### config.mk
export PLATFORM = sky130hd
export DESIGN_NAME = spi_buffer_tx_flat
export DESIGN_NICKNAME = d
export VERILOG_FILES = /design/src/rtl/spi_pkg.sv /design/src/rtl/spi_buffer_tx_if.sv /design/src/rtl/spi_half_period_counter.sv /design/src/rtl/spi_buffer_tx.sv /design/src/flat_wrapper.sv
export SDC_FILE = /design/constraint.sdc
export NUM_CORES = 1
export LEC_CHECK = 0
export BUFFER_PORTS_ARGS = -buffer_cell sky130_fd_sc_hd__buf_4
export CORE_UTILIZATION = 35
export CTS_BUF_LIST = sky130_fd_sc_hd__clkbuf_8
export CTS_CLUSTER_SIZE = 14
export DETAILED_ROUTE_END_ITERATION = 10
export PLACE_DENSITY = 0.58
export SLEW_MARGIN = 20
export SYNTH_ARGS = -nofsm -noshare
export SYNTH_HDL_FRONTEND = slang
export SYNTH_SLANG_ARGS = --single-unit
### constraint.sdc
create_clock -name Clk -period 3.4 [get_ports Clk]
set_clock_uncertainty 0.2 [all_clocks]
set_input_delay 0.68 -clock Clk [delete_from_list [all_inputs] [get_ports Clk]]
set_output_delay 0.68 -clock Clk [all_outputs]
set_load 0.01 [all_outputs]
### src/rtl/spi_pkg.sv
// Shared SPI definitions: buffer/divider widths, TX state encoding and the
// request payload latched on Start.
package spi_pkg;

  localparam int unsigned BufAddrWidth = 10;
  localparam int unsigned DivWidth     = 8;
  localparam int unsigned DataWidth    = 8;
  localparam int unsigned BitCntWidth  = 3;

  typedef enum logic [2:0] {
    IDLE,
    FETCH,
    LOAD,
    SHIFT_LO,
    SHIFT_HI,
    DONE
  } spi_tx_state_t;

  // Software-visible transfer request, captured as one word on Start.
  typedef struct packed {
    logic [BufAddrWidth-1:0] startAddr;
    logic [BufAddrWidth-1:0] byteCount;
    logic [DivWidth-1:0]     clkDiv;
  } spi_tx_req_t;

endpackage

### src/rtl/spi_buffer_tx_if.sv
// Bus bundle for spi_buffer_tx: register-block request, RAM read port and SPI pins.
//   master : the streamer (drives Busy/Done, RAM read request, SCK/MOSI)
//   slave  : the surrounding parent (register block, block RAM, pads)
interface spi_buffer_tx_if;
  import spi_pkg::*;

  logic                    Start;
  logic [BufAddrWidth-1:0] StartAddr;
  logic [BufAddrWidth-1:0] ByteCount;
  logic [DivWidth-1:0]     ClkDiv;
  logic                    Busy;
  logic                    Done;
  logic                    ReadEnable;
  logic [BufAddrWidth-1:0] ReadAddr;
  logic [DataWidth-1:0]    ReadData;
  logic                    SpiClk;
  logic                    SpiMosi;

  modport master (
    input  Start, StartAddr, ByteCount, ClkDiv, ReadData,
    output Busy, Done, ReadEnable, ReadAddr, SpiClk, SpiMosi
  );

  modport slave (
    output Start, StartAddr, ByteCount, ClkDiv, ReadData,
    input  Busy, Done, ReadEnable, ReadAddr, SpiClk, SpiMosi
  );

endinterface

### src/rtl/spi_half_period_counter.sv
// Loadable down-counter timing one SCK half-period.
//   Clk, nReset  : clock, async active-low reset
//   Load         : force count to LoadValue
//   Enable       : count down; on reaching zero, reload and flag terminal count
//   LoadValue    : half-period length minus 1
//   TermCount_c  : combinational, high in the last cycle of each half-period
module spi_half_period_counter
  import spi_pkg::*;
#(
  parameter int unsigned Width = DivWidth
) (
  input  logic             Clk,
  input  logic             nReset,
  input  logic             Load,
  input  logic             Enable,
  input  logic [Width-1:0] LoadValue,
  output logic             TermCount_c
);

  logic [Width-1:0] count;

  // Auto-reload on terminal count so consecutive half-periods need no extra load.
  always_ff @(posedge Clk or negedge nReset) begin
    if (!nReset) begin
      count <= '0;
    end else if (Load) begin
      count <= LoadValue;
    end else if (Enable) begin
      count <= (count == '0) ? LoadValue : count - Width'(1);
    end
  end

  assign TermCount_c = Enable && (count == '0);

endmodule

### src/rtl/spi_buffer_tx.sv
// SPI mode-0 transmit streamer: reads bytes from the block-RAM read port and
// shifts them out MSB first.
//   Clk, nReset : clock (shared with RAM read port), async active-low reset
//   bus         : request (Start/StartAddr/ByteCount/ClkDiv), status (Busy/Done),
//                 RAM read port (ReadEnable/ReadAddr/ReadData), pins (SpiClk/SpiMosi)
module spi_buffer_tx
  import spi_pkg::*;
(
  input  logic             Clk,
  input  logic             nReset,
  spi_buffer_tx_if.master  bus
);

  spi_tx_state_t           state;
  spi_tx_req_t             reqIn;
  logic [BufAddrWidth-1:0] addrCnt;
  logic [BufAddrWidth-1:0] remaining;
  logic [DivWidth-1:0]     divReload;
  logic [DataWidth-1:0]    shiftReg;
  logic [BitCntWidth-1:0]  bitCnt;
  logic                    busyQ;
  logic                    doneQ;
  logic                    readEnQ;
  logic [BufAddrWidth-1:0] readAddrQ;
  logic                    spiClkQ;
  logic                    halfLoad_c;
  logic                    halfEnable_c;
  logic                    halfDone_c;

  assign reqIn = {bus.StartAddr, bus.ByteCount, bus.ClkDiv};

  // Counter is primed in LOAD and free-runs (auto-reload) through both SCK phases.
  assign halfLoad_c   = (state == LOAD);
  assign halfEnable_c = (state == SHIFT_LO) || (state == SHIFT_HI);

  spi_half_period_counter #(
    .Width (DivWidth)
  ) u_half (
    .Clk         (Clk),
    .nReset      (nReset),
    .Load        (halfLoad_c),
    .Enable      (halfEnable_c),
    .LoadValue   (divReload),
    .TermCount_c (halfDone_c)
  );

  // Transfer sequencer; every output is a register updated on state entry.
  always_ff @(posedge Clk or negedge nReset) begin
    if (!nReset) begin
      state     <= IDLE;
      addrCnt   <= '0;
      remaining <= '0;
      divReload <= '0;
      shiftReg  <= '0;
      bitCnt    <= '0;
      busyQ     <= 1'b0;
      doneQ     <= 1'b0;
      readEnQ   <= 1'b0;
      readAddrQ <= '0;
      spiClkQ   <= 1'b0;
    end else begin
      readEnQ <= 1'b0;
      doneQ   <= 1'b0;
      case (state)
        IDLE: begin
          if (bus.Start) begin
            addrCnt   <= reqIn.startAddr;
            remaining <= reqIn.byteCount;
            divReload <= reqIn.clkDiv;
            readAddrQ <= reqIn.startAddr;
            readEnQ   <= 1'b1;
            busyQ     <= 1'b1;
            state     <= FETCH;
          end
        end
        FETCH: begin
          state <= LOAD;
        end
        LOAD: begin
          // MOSI is shiftReg[7], so loading the byte presents its MSB.
          shiftReg <= bus.ReadData;
          bitCnt   <= BitCntWidth'(7);
          addrCnt  <= addrCnt + BufAddrWidth'(1);
          state    <= SHIFT_LO;
        end
        SHIFT_LO: begin
          if (halfDone_c) begin
            spiClkQ <= 1'b1;
            state   <= SHIFT_HI;
          end
        end
        SHIFT_HI: begin
          if (halfDone_c) begin
            spiClkQ <= 1'b0;
            if (bitCnt != '0) begin
              shiftReg <= {shiftReg[DataWidth-2:0], 1'b0};
              bitCnt   <= bitCnt - BitCntWidth'(1);
              state    <= SHIFT_LO;
            end else if (remaining != '0) begin
              remaining <= remaining - BufAddrWidth'(1);
              readAddrQ <= addrCnt;
              readEnQ   <= 1'b1;
              state     <= FETCH;
            end else begin
              shiftReg <= '0;
              busyQ    <= 1'b0;
              doneQ    <= 1'b1;
              state    <= DONE;
            end
          end
        end
        DONE: begin
          state <= IDLE;
        end
        default: begin
          state <= IDLE;
        end
      endcase
    end
  end

  assign bus.Busy       = busyQ;
  assign bus.Done       = doneQ;
  assign bus.ReadEnable = readEnQ;
  assign bus.ReadAddr   = readAddrQ;
  assign bus.SpiClk     = spiClkQ;
  assign bus.SpiMosi    = shiftReg[DataWidth-1];

endmodule

### src/flat_wrapper.sv
// flat-port wrapper written by rule: the top's interface ports become plain ports
module spi_buffer_tx_flat import spi_pkg::*;
  (Clk, nReset, bus_Start, bus_StartAddr, bus_ByteCount, bus_ClkDiv, bus_ReadData, bus_Busy, bus_Done, bus_ReadEnable, bus_ReadAddr, bus_SpiClk, bus_SpiMosi);
  spi_buffer_tx_if bus_i ();
  input  logic Clk;
  input  logic nReset;
  input wire logic [$bits(bus_i.Start)-1:0] bus_Start;
  input wire logic [$bits(bus_i.StartAddr)-1:0] bus_StartAddr;
  input wire logic [$bits(bus_i.ByteCount)-1:0] bus_ByteCount;
  input wire logic [$bits(bus_i.ClkDiv)-1:0] bus_ClkDiv;
  input wire logic [$bits(bus_i.ReadData)-1:0] bus_ReadData;
  output wire logic [$bits(bus_i.Busy)-1:0] bus_Busy;
  output wire logic [$bits(bus_i.Done)-1:0] bus_Done;
  output wire logic [$bits(bus_i.ReadEnable)-1:0] bus_ReadEnable;
  output wire logic [$bits(bus_i.ReadAddr)-1:0] bus_ReadAddr;
  output wire logic [$bits(bus_i.SpiClk)-1:0] bus_SpiClk;
  output wire logic [$bits(bus_i.SpiMosi)-1:0] bus_SpiMosi;
  assign bus_i.Start = bus_Start;
  assign bus_i.StartAddr = bus_StartAddr;
  assign bus_i.ByteCount = bus_ByteCount;
  assign bus_i.ClkDiv = bus_ClkDiv;
  assign bus_i.ReadData = bus_ReadData;
  assign bus_Busy = bus_i.Busy;
  assign bus_Done = bus_i.Done;
  assign bus_ReadEnable = bus_i.ReadEnable;
  assign bus_ReadAddr = bus_i.ReadAddr;
  assign bus_SpiClk = bus_i.SpiClk;
  assign bus_SpiMosi = bus_i.SpiMosi;
  spi_buffer_tx u_core (.Clk(Clk), .nReset(nReset), .bus(bus_i));
endmodule
==> metrics.cfg, run 1 <==
[outcome]
outcome = finished, final reports clean

[power_and_ir_drop]
p_leak_nw = 1.865
p_per_area_nw_per_um2 = 699.8
max-vdd-ir-drop_v = 0.0002936

[worst_setup_path]
cp-startpoint = u_core.remaining[0]
worstPathRequired_ps = 3460
r2r_slack_ps = 380
reg2reg_depth = 8
reg2reg_to = u_core.remaining[6]
critPathLaunchType = flop
r2r_start = u_core.remaining[0]
worstPathArrival_ps = 3080
crit_fanout = 24
path_class = flop to flop
cp-end-kind = flop

[timing]
max_freq_mhz = 331.4
relSlewSlack_pct = 45.49
slew_violations = 0
worst_slack_ps = 382.6
grt_setup_unrepaired = false
finalSetupViolCount = 0
fin_crit_sh_pct = 88.75
worst_pin_slew_ps = 817.6
hold_violations = 0
fin_crit_ps = 3017
timing.setup.tns_ps = 0

[cts]
insertion_delay_ps = 340
cts_made_buffers = 9
cts_max_level = 3
hold_buffers = 0
cts_resized = 0
cts_sinks = 64
cts.reportedPaths.clkPinSlew_ps = 70
post_cts_buffers = 0
cts_tree = done
clockBufferDepth = 2
clock-root-buffer = clkbuf_8

[logic_synthesis]
synth_fp_nets = 417
yosys_warnings = 0
synth.area.mux_share_pct = 3.022
synth_top_family_by_area = simple AND/OR/NAND/NOR gates
synth_edf_count = 0
syn_area_sq_um = 3312
ys_types = 51
synthSimpleGateAreaFrac_pct = 21.72
synth-main-ff-cell = dfrtp_1
avgSynthCellArea_sq_um = 8.879
synth_compound_area_share_pct = 20.48
synthArstFlopShare_pct = 100.0
synthAdderAreaFrac_pct = 1.889
ys_seq_elements = 64
synth.yosys.seq_area_share_pct = 48.36
synthXorXnorAreaFrac_pct = 0
syn_inst = 373

[floorplanning]
start_util_pct = 36.01
io_pins = 54
die_h_microns = 99.28
dieWidth_microns = 99.28
die-area_sq_um = 9856
placementRows = 35
core_area_sq_um = 9196

[flow_run]
maxCapViolCount = 0

[cells_and_area]
num-nets-final = 463
drive_above_1_share_pct = 22.17
area_delta_synth_final_pct = 20.74
final_cell_count_no_fill = 535
layout_common_cells = 64 x dfrtp_1, 60 x buf_4, 55 x nand2_1
num_antenna_cells = 0
final_area_sq_um = 3999
layout_commonest_cell = dfrtp_1

[routing]
routed_wirelength_microns = 7603
vias = 2836
wl_per_cell_microns = 14.21
post_drt_via_cell_ratio = 5.301
drt-initial-drc-count = 117
first_pass_iters = 4
drc_errors = 0
ant_nets = 0

[global_routing]
track_usage_pct = 16.75
grt_overflow = 0
antenna_found_initial = 0
grt_pass1_wl_microns = 13030
grt_pass1_vias = 2700
grt_max_degree = 65

[placement]
post-place-ws_ps = 409.7
port_buffers = 53
hpwl_microns = 5191
place_inst = 519
place_area_sq_um = 3801
gp_congestion = 0.7890

[worst_hold_path]
hold_class = input port to asynchronous set/reset pin

-- power breakdown --
group	switching, mW	total (mW)	internal (mW)
clock	0.300	0.654	0.354
combinational	0.464	0.876	0.411
sequential	0.240	1.27	1.03
total	1.00	2.80	1.79
-- critical path: stages (launching register included) --
cell	delay (ps)
dfrtp_1	390
inv_1	100
ha_1	200
or3b_1	450
or4b_1	680
a31oi_4	400
buf_4	310
o21ai_0	120
o21ai_1	80
-- cells in the mapped netlist, drive strengths merged (7+ instances only) --
cell / n / area, sq um
nand3: 13 / 65.06
a21oi: 22 / 110.1
a211oi: 7 / 52.55
a31oi: 13 / 96.34
buf: 8 / 52.54
nand2: 55 / 206.5
clkbuf: 17 / 63.81
nor3: 12 / 60.06
dfrtp: 64 / 1602
o21ai: 35 / 175.2
nor2: 45 / 171.4
mux2i: 10 / 100.1
inv: 9 / 33.78
-- how the worst max path moves through the flow --
stage                          end  cells past startpoint
2_1_floorplan  u_core.remaining[2]                      9
3_3_place_gp   u_core.remaining[6]                      8
3_5_place_dp   u_core.remaining[6]                      8
4_1_cts        u_core.remaining[6]                      8
5_1_grt        u_core.remaining[6]                      8
6_report       u_core.remaining[6]                      8
-- stage by stage --
stage	total power [mW]	hold WS, ps	util [%]
6_report	2.798	218.8	43.48
5_1_grt	3.043	292.0	43.48
4_1_cts	2.830	253.7	43.48
3_5_place_dp	2.158	268.8	41.33
3_3_place_gp	2.133	267.8	41.33
2_1_floorplan	1.866	184.4	-
-- flip-flops by register name, summed over array words and instances (netlist names) --
signal	flops
u_core.remaining	10
u_core.addrCnt	10
u_core.shiftReg	8
u_core.bitCnt	3
u_core.bus.Done	1
u_core.u_half.count	8
u_core.bus.Busy	1
u_core.bus.ReadEnable	1
u_core.bus.SpiClk	1
u_core.bus.ReadAddr	10
u_core.state	3
u_core.divReload	8
-- final cells by class --
type | instances | area [sq um]
fill | 934 | 5197
clock inverter | 6 | 60.06
sequential | 64 | 1602
inverter | 9 | 33.78
tap | 111 | 138.9
multi-input combinational | 275 | 1577
clock buffer | 10 | 137.6
timing repair buffer | 60 | 450.4
-- per-layer routing --
metal,vias to the layer above,GRT usage [%],routed length [microns]
met1,1348,22.75,3781
met3,6,4.708,313
met2,61,25.96,3431
met5,-,0,0
li1,1421,-,-
met4,0,5.204,77
-- logic make-up after synthesis --
kind of cell	after synthesis
muxes	10
buffers and inverters	34
and+or+nand+nor	155
DFF	64
AOI/OAI and AO/OA	105
adders and majority gates	5
No activity file was read; power rests on OpenSTA's default activity.
==> run 2, diff against run 1 <==
Settings changed: SYNTH_HIERARCHICAL set to 1.
==> run 2 against run 1 <==
  * Area after synthesis is 6.6% higher
  * Critical path depth up 1
  * Non-clock buffer count shrank 1
  * Design area up 7.1%
  * Core utilization increased by 0.35 points
  * Register-to-register slack got worse by 30 ps
  * Critical path type unchanged
==> metrics.cfg, run 2 <==
[cells_and_area]
layout_commonest_cell = nand2_1  ; was dfrtp_1
layout_common_cells = 84 x nand2_1, 64 x dfrtp_1, 59 x buf_4  ; was 64 x dfrtp_1, 60 x buf_4, 55 x nand2_1
num-nets-final = 481  ; was 463
area_delta_synth_final_pct = 21.33  ; was 20.74%
fill_cells = 985  ; was 934
drive_above_1_share_pct = 24.72  ; was 22.17%
final_cell_count_no_fill = 574  ; was 535
num_antenna_cells = 0  ; unchanged

[flow_run]
maxCapViolCount = 0  ; unchanged

[cts]
cts_max_level = 3  ; unchanged
cts_sinks = 64  ; unchanged
hold_buffers = 0  ; unchanged
cts_tree = done  ; unchanged
cts_resized = 0  ; unchanged
insertion_delay_ps = 330  ; was 340 ps
post_cts_buffers = 0  ; unchanged
cts_made_buffers = 9  ; unchanged
clock-root-buffer = clkbuf_8  ; unchanged
cts.reportedPaths.clkPinSlew_ps = 70  ; about the same
clockBufferDepth = 2  ; unchanged

[timing]
worst_pin_slew_ps = 829.2  ; was 817.6 ps
grt_setup_unrepaired = false  ; unchanged
fin_crit_sh_pct = 89.69  ; was 88.75%
worst_slack_ps = 350.4  ; was 382.6 ps
timing.setup.tns_ps = 0  ; unchanged
relSlewSlack_pct = 44.58  ; was 45.49%
fin_crit_ps = 3050  ; was 3017 ps
max_freq_mhz = 327.9  ; was 331.4 MHz
hold_violations = 0  ; unchanged
finalSetupViolCount = 0  ; unchanged
slew_violations = 0  ; unchanged

[placement]
hpwl_microns = 5488  ; was 5191 microns
gp_congestion = 0.8498  ; was 0.7890
post-place-ws_ps = 365.2  ; was 409.7 ps
place_inst = 558  ; was 519
port_buffers = 53  ; unchanged

[routing]
routed_wirelength_microns = 8261  ; was 7603 microns
drc_errors = 0  ; unchanged
wl_per_cell_microns = 14.39  ; was 14.21 microns
drt-initial-drc-count = 167  ; was 117
ant_nets = 0  ; unchanged
first_pass_iters = 4  ; unchanged
post_drt_via_cell_ratio = 5.171  ; was 5.301
vias = 2968  ; was 2,836

[global_routing]
grt_use_met3_pct = 3.899  ; was 4.708%
grt_max_degree = 65  ; unchanged
track_usage_pct = 16.95  ; was 16.75%
grt_overflow = 0  ; unchanged
use_met2_pct = 26.10  ; was 25.96%
gr-usage-met1_pct = 23.85  ; was 22.75%
antenna_found_initial = 0  ; unchanged
busiest_layer = met2  ; unchanged
grt_pass1_wl_microns = 13810  ; was 13,030 microns
grt_pass1_vias = 2788  ; was 2,700

[worst_setup_path]
worstPathRequired_ps = 3420  ; was 3460 ps
crit_fanout = 13  ; was 24
worstPathArrival_ps = 3070  ; was 3080 ps
critPathLaunchType = flop  ; unchanged
path_class = flop to flop  ; unchanged
cp-end-kind = flop  ; unchanged
critical_path.slowest_cell = dfrtp_1  ; was or4b_1
max_stage_delay_ps = 570  ; was 680 ps
cp_cell_sequence = inv_1 -> or3_1 -> nand2_1 -> and3_2 -> nor4bb_4 -> and2_4 -> a21oi_4 -> inv_4 -> mux2_2  ; was inv_1 -> ha_1 -> or3b_1 -> or4b_1 -> a31oi_4 -> buf_4 -> o21ai_0 -> o21ai_1

[logic_synthesis]
synth_common_cells = 84 x nand2_1, 64 x dfrtp_1, 32 x nor2_1  ; was 64 x dfrtp_1, 55 x nand2_1, 44 x nor2_1
syn_inst = 390  ; was 373
synth_fp_nets = 435  ; was 417
post-synth-top-count-cell = nand2_1  ; was dfrtp_1
yosysTopAreaCellShare_pct = 45.36  ; was 48.36%
yosys_warnings = 6  ; was 0
synth.yosys.seq_area_share_pct = 45.36  ; was 48.36%
syn_area_sq_um = 3531  ; was 3312 sq um
avgSynthCellArea_sq_um = 9.054  ; was 8.879 sq um
synth-main-ff-cell = dfrtp_1  ; unchanged
ys_seq_elements = 64  ; unchanged
ys_types = 62  ; was 51
yosysTopAreaCell = dfrtp_1  ; unchanged
synthTopCellsByArea = dfrtp_1 45%, nand2_1 8.9%, mux2_4 3.4%  ; was dfrtp_1 48%, nand2_1 6.2%, nor2_1 5.0%
synthArstFlopShare_pct = 100.0  ; unchanged
synth_edf_count = 0  ; unchanged

[floorplanning]
core_area_sq_um = 9774  ; was 9196 sq um
die-area_sq_um = 10490  ; was 9856 sq um
start_util_pct = 36.12  ; was 36.01%
die_h_microns = 102.4  ; was 99.28 microns
placementRows = 36  ; was 35
io_pins = 54  ; unchanged
dieWidth_microns = 102.4  ; was 99.28 microns

[power_and_ir_drop]
p_leak_nw = 1.951  ; was 1.865 nW
p_per_area_nw_per_um2 = 733.9  ; was 699.8 nW/um^2
max-vdd-ir-drop_v = 0.0002418  ; was 0.0002936 V
p_total_mw = 3.144  ; was 2.798 mW

[worst_hold_path]
hold_class = input port to asynchronous set/reset pin  ; unchanged

[outcome]
outcome = finished, final reports clean  ; unchanged

run 2: changes by cell type after synthesis, moves of 5 or more:
cell	before	now
nand2_1	55	84
mux2i_1	10	2
a31oi_1	12	3
mux2_2	0	10
nor2_1	44	32
mux2_4	0	8
nor4_1	1	7
o21ai_0	32	12
nand3_1	13	20
clkbuf_1	17	22
run 2: cell families (layout without fill, tap and decap cells):
family	count (synthesis)	in the layout	share of synthesized area (%)
flip-flops	64	64	45.36
AO/OA/AOI/OAI	80	80	15.84
multiplexers	20	20	7.158
AND/OR/NAND/NOR	184	184	25.37
adder cells (fa/ha/maj)	6	6	2.126
buffers and inverters	36	87	4.146
run 2: layer usage:
| metal | vias to the layer above | routed length (microns) |
|---|---|---|
| met5 | - | 0 |
| met4 | 0 | 58 |
| met3 | 4 | 352 |
| met2 | 70 | 3803 |
| met1 | 1415 | 4047 |
| li1 | 1479 | - |
run 2: cell type report:
cell class,count,area [sq um],area share (%)
clock buffer,10,137.6,3.213
clock inverter,6,76.32,1.782
inverter,12,47.55,1.110
multi-input combinational,290,1812,42.29
sequential,64,1602,37.38
tap,133,166.4,3.884
timing repair buffer,59,442.9,10.34
run 2: critical path, delay by kind of cell, from the launching register on:
family                 cells  cell delay, ps
buffers and inverters      2             390
DFF                        1             570
AOI/OAI and AO/OA          1             100
muxes                      1             360
and+or+nand+nor            5            1310
run 2: power by group:
part           switching (mW)  internal, mW
clock                   0.290         0.424
combinational           0.468         0.536
sequential              0.333          1.09
run 2: final timing paths:
path,cells after the start,slack (ps),start,end
setup reg to reg,9,350,u_core/state[0],u_core/bus.ReadAddr[0]
hold reg to reg,2,290,u_core/divReload[7],u_core/divReload[7]
setup / recovery,9,350,u_core/state[0],u_core/bus.ReadAddr[0]
hold / removal,1,250,nReset,u_core/bus.ReadAddr[5]
min in group Clk,2,290,u_core/divReload[7],u_core/divReload[7]
max in group asynchronous,1,2230,nReset,u_core/bitCnt[1]
run 2: metrics by stage:
step           utilization (%)  instance area [sq um]  hold slack [ps]
2_1_floorplan                -                   3548            184.4
3_3_place_gp             41.64                   4070            263.3
3_5_place_dp             41.64                   4070            272.8
4_1_cts                  43.83                   4284            269.5
5_1_grt                  43.83                   4284            303.0
6_report                 43.83                   4284            247.1
